### src/rtl/game_timer_pkg.sv
// rtl/game_timer_pkg.sv - shared types and helpers for the match timer controller
package game_timer_pkg;

  typedef enum logic [2:0] {IDLE, LOAD, RUN, PAUSE, TIME_UP} timer_state_t;

  // Prescaler width; a one-tick-per-cycle time base still needs a 1-bit register.
  function automatic int tick_width(input int ticks);
    return (ticks > 1) ? $clog2(ticks) : 1;
  endfunction

endpackage

### src/rtl/sec_tick_gen.sv
// rtl/sec_tick_gen.sv - one-second time base prescaler with clear and freeze
module sec_tick_gen
  import game_timer_pkg::*;
#(
  parameter int TICKS_PER_SEC = 50_000_000
) (
  input  logic clk,
  input  logic resetN,
  input  logic clear,
  input  logic run,
  output logic tick
);

  localparam int              W    = tick_width(TICKS_PER_SEC);
  localparam logic [W-1:0]    LAST = W'(TICKS_PER_SEC - 1);

  logic [W-1:0] cnt;

  // The tick cycle is also the wrap cycle; when run is low the count is frozen.
  assign tick = run & (cnt == LAST);

  // Prescaler: cleared on match load, advances only while run is asserted.
  always_ff @(posedge clk or negedge resetN) begin
    if (!resetN) begin
      cnt <= '0;
    end else if (clear) begin
      cnt <= '0;
    end else if (run) begin
      cnt <= tick ? '0 : cnt + 1'b1;
    end
  end

endmodule

### src/rtl/game_timer_ctrl.sv
// rtl/game_timer_ctrl.sv - start/pause/time-up controller for the two-digit match timer
module game_timer_ctrl
  import game_timer_pkg::*;
#(
  parameter int         TICKS_PER_SEC = 50_000_000,
  parameter logic [3:0] ONES_INIT     = 4'd0,
  parameter logic [3:0] TENS_INIT     = 4'd6
) (
  input  logic clk,
  input  logic resetN,
  input  logic startN,
  input  logic tc_ones,
  input  logic tc_tens,
  output logic ena_ones,
  output logic ena_tens,
  output logic loadN,
  output logic running,
  output logic time_up
);

  // The preset digits reach the counters' datain outside this block; they are
  // kept here so one parameter set describes the whole timer.
  localparam logic [7:0] unused_init_digits = {TENS_INIT, ONES_INIT};

  timer_state_t state;
  logic         startN_d;
  logic         press;
  logic         both_tc;
  logic         tick;

  assign press   = startN_d & ~startN;
  assign both_tc = tc_ones & tc_tens;

  // Key history for falling-edge detection; idle key level is high.
  always_ff @(posedge clk or negedge resetN) begin
    if (!resetN) begin
      startN_d <= 1'b1;
    end else begin
      startN_d <= startN;
    end
  end

  // A press in RUN freezes the prescaler so a coincident tick is deferred to resume.
  sec_tick_gen #(
    .TICKS_PER_SEC(TICKS_PER_SEC)
  ) u_sec_tick_gen (
    .clk   (clk),
    .resetN(resetN),
    .clear (state == LOAD),
    .run   ((state == RUN) && !press),
    .tick  (tick)
  );

  // Enables never fire at 00, so the counters cannot wrap to 99.
  assign ena_ones = (state == RUN) & ~both_tc & tick;
  assign ena_tens = ena_ones & tc_ones;

  // Match state machine with its status outputs registered alongside the state.
  always_ff @(posedge clk or negedge resetN) begin
    if (!resetN) begin
      state   <= IDLE;
      loadN   <= 1'b1;
      running <= 1'b0;
      time_up <= 1'b0;
    end else begin
      case (state)
        IDLE: begin
          if (press) begin
            state <= LOAD;
            loadN <= 1'b0;
          end
        end
        LOAD: begin
          state   <= RUN;
          loadN   <= 1'b1;
          running <= 1'b1;
        end
        RUN: begin
          if (both_tc) begin
            state   <= TIME_UP;
            running <= 1'b0;
            time_up <= 1'b1;
          end else if (press) begin
            state   <= PAUSE;
            running <= 1'b0;
          end
        end
        PAUSE: begin
          if (press) begin
            state   <= RUN;
            running <= 1'b1;
          end
        end
        TIME_UP: begin
          if (press) begin
            state   <= LOAD;
            loadN   <= 1'b0;
            time_up <= 1'b0;
          end
        end
        default: begin
          state   <= IDLE;
          loadN   <= 1'b1;
          running <= 1'b0;
          time_up <= 1'b0;
        end
      endcase
    end
  end

endmodule

### config.mk
export PLATFORM = sky130hd
export DESIGN_NAME = game_timer_ctrl
export DESIGN_NICKNAME = d
export VERILOG_FILES = /design/src/rtl/game_timer_pkg.sv /design/src/rtl/sec_tick_gen.sv /design/src/rtl/game_timer_ctrl.sv
export SDC_FILE = /design/constraint.sdc
export NUM_CORES = 1
export LEC_CHECK = 0
export CORE_AREA = 2 2 68 70
export DETAILED_ROUTE_END_ITERATION = 6
export DIE_AREA = 0 0 70 72
export GPL_TIMING_DRIVEN = 1
export MAX_ROUTING_LAYER = met4
export PLACE_DENSITY = 0.6
export SYNTH_ARGS = -nofsm -noshare
export SYNTH_HDL_FRONTEND = slang
export SYNTH_SLANG_ARGS = --single-unit
### constraint.sdc
create_clock -name clk -period 2.55 [get_ports clk]
set_input_delay 0.3825 -clock clk [delete_from_list [all_inputs] [get_ports clk]]
set_output_delay 0.3825 -clock clk [all_outputs]
set_load 0.005 [all_outputs]
==> out/metrics.csv <==
metric,value,unit
status,completed,
clk_latency,0.29,ns
drc,0,
p_leak,0.928,nW
dpl_worst_slack,0.0359,ns
finClkSkew,0.0108,ns
cts_sinks,33,
grt_antenna_before_repair,0,
ys_types,47,
dieArea,5040,um^2
stdcell_count,289,
cts_inserted_buffers,5,
relSlewSlack,0.651,
portBuffers,9,
synth_area,1900,um^2
regArea,828,um^2
drt-wirelength-per-cell,16.6,um
critPathRequiredTime,2.17,ns
ys_seq_area_frac,0.436,
use_met1,0.268,
clkTransAtPathRegs,0.07,ns
comb_power_share,0.350,
fin_crit_sh,0.972,
drtAntennaViolNets,0,
period_needed,2.48,ns
cts_tree,built,
power_frac_clock,0.288,
worstPathMaxFanout,2,
p_switching,0.000627,W
final_cell_mix,"31 x dfrtp_1, 21 x nor2_1, 21 x buf_4, 20 x nand2_1, 13 x a21oi_1",
start_util,0.446,
setup_viol,0,
antenna_cells,0,
ys_seq_elements,33,
final.setup.worst_slack,0.0725,ns
tightest_slew,0.522,ns
area_growth,21.0,%
n_fill_cell,380,
finalPower,0.00180,W
core_region_area,4260,um^2
hp-class,flop to flop,
synth_edf_count,0,
grtUsageMet2,0.372,
htree_levels,2,
maxCapViolCount,0,
vias_per_cell,6.02,
grt_overflow,0,
nNetsFinal,243,
p_per_area,784,nW/um^2
async_reset_ff_frac,1.00,
drive_above_1_share,0.177,
grt_usage,0.221,
intPower,0.00118,W
rows,24,
met3_usage,0.0444,
io_pins,10,
ir_worst_vdd,256,uV
p_sw_frac,0.348,
syn_inst,210,
post-dp-hpwl,3.37,mm
drtIter0Drc,115,
avgSynthCellArea,9.05,um^2
wirelength,4.80,mm
top_usage_layer,met2,
dr_total_vias,1740,
critPathArrivalTime,2.10,ns
final-hold-violation-count,0,
power_frac_seq,0.362,
synth_nets,217,
die_w,70,um
cts-root-buf,clkbuf_8,
fmax,0.404,GHz
drv_slew,0,
yosys_warnings,0,
rsz0062_at_grt,yes,
layout_commonest_cell,dfrtp_1,
grt_pass1_wl,8.54,mm
grt_pass1_vias,1754,
worstSetupPathType,flop to primary output,
dp_cells,279,
cts_max_path_buffers,2,
fp.dieH,72,um
grt_max_degree,34,
globalplace.congestion,0.887,
synth_ff_type,dfrtp_1,
worstSetupStartpointType,flop,
firstDrtPassIters,4,
worstSetupEndpointType,primary output,
multi_input_area,1040,um^2
## power groups by stage
stage               combinational [W]  clock, W  sequential, W
finish                       0.000632  0.000519       0.000652
global route                 0.000699  0.000557       0.000666
CTS                          0.000629  0.000527       0.000653
detailed placement           0.000626         0       0.000663
global placement             0.000610         0       0.000657
floorplan                    0.000401         0       0.000656
## cells by family after synthesis
family | Yosys count | synth area share
buf+inv | 14 | 0.0316
xor+xnor | 13 | 0.0599
mux | 2 | 0.0112
fa+ha+maj | 2 | 0.0132
simple gates | 112 | 0.329
compound gates | 34 | 0.119
flops | 33 | 0.436
## per-layer routing
layer  wire (um)  part of all wire
met1        2150              0.45
met2        2350              0.49
met5           0                 0
met3         206             0.043
met4          92             0.019
## critical path: stages, from the launching register on
cell,delay [ns]
dfrtp_1,0.39
or4_4,0.55
nor4_4,0.25
nand2_1,0.13
nor2_2,0.13
buf_4,0.11
and3b_1,0.15
clkbuf_2,0.10
## layout make-up
type	instances	share of cell area
clock buffer	7	0.0375
clock inverter	1	0.0131
timing repair buffer	30	0.106
inverter	3	0.00490
sequential	33	0.360
multi-input combinational	163	0.450
tap	52	0.0283
## synthesized netlist by cell type (2+ instances only)
library cell,n,share of area
dfrtp_1,31,0.41
dfstp_2,2,0.028
or3b_2,2,0.0092
nand3_1,12,0.032
nor4_1,10,0.033
nand2_1,20,0.039
ha_1,2,0.013
inv_1,3,0.0059
or3_1,5,0.016
nor4b_1,2,0.0092
clkbuf_1,6,0.012
o31ai_1,4,0.016
xnor2_1,10,0.046
o21ai_0,4,0.011
nor2_1,22,0.043
buf_2,3,0.0079
and2_1,2,0.0066
xor2_1,3,0.014
nor3_1,4,0.011
or4_1,5,0.020
nand4_1,10,0.033
nor3b_1,2,0.0079
nand2b_1,4,0.013
a22o_1,3,0.014
and3_1,4,0.013
a31oi_1,2,0.0066
a21oi_1,13,0.034
## what timing repair did
item,CTS,global route
hold endpoints to repair,0,0
pin swaps,2,3
hold buffers,0,0
setup buffers,2,0
resized for setup,7,3
setup endpoints to repair,2,1
## state kept, by name, indices dropped and copies added, names as in the netlist
| signal | cells |
|---|---|
| running | 1 |
| state | 3 |
| startN_d | 1 |
| time_up | 1 |
| loadN | 1 |
| u_sec_tick_gen.cnt | 26 |
## final timing paths
check / from / slack [ns] / to / cells after the start
max in group asynchronous: resetN / 1.70 / loadN$_DFFE_PN1P_ / 2
min: loadN$_DFFE_PN1P_ / 0.48 / loadN$_DFFE_PN1P_ / 2
max reg2reg: u_sec_tick_gen.cnt[9]$_DFFE_PN0P_ / 0.28 / u_sec_tick_gen.cnt[11]$_DFFE_PN0P_ / 7
max: u_sec_tick_gen.cnt[9]$_DFFE_PN0P_ / 0.07 / ena_tens / 7
min reg2reg: loadN$_DFFE_PN1P_ / 0.48 / loadN$_DFFE_PN1P_ / 2
min in group asynchronous: resetN / 0.50 / u_sec_tick_gen.cnt[4]$_DFFE_PN0P_ / 2
## per-stage QoR
stage | TNS, ns | utilization | instance area [um^2] | hold WS (ns)
5_1_grt | -0.0326 | 0.539 | 2300 | 0.515
2_1_floorplan | 0 | - | 1900 | 0.0869
6_report | 0 | 0.539 | 2300 | 0.483
3_5_place_dp | 0 | 0.504 | 2150 | 0.479
3_3_place_gp | 0 | 0.504 | 2150 | 0.473
4_1_cts | 0 | 0.540 | 2300 | 0.488
(Power assumes the default switching activity.)
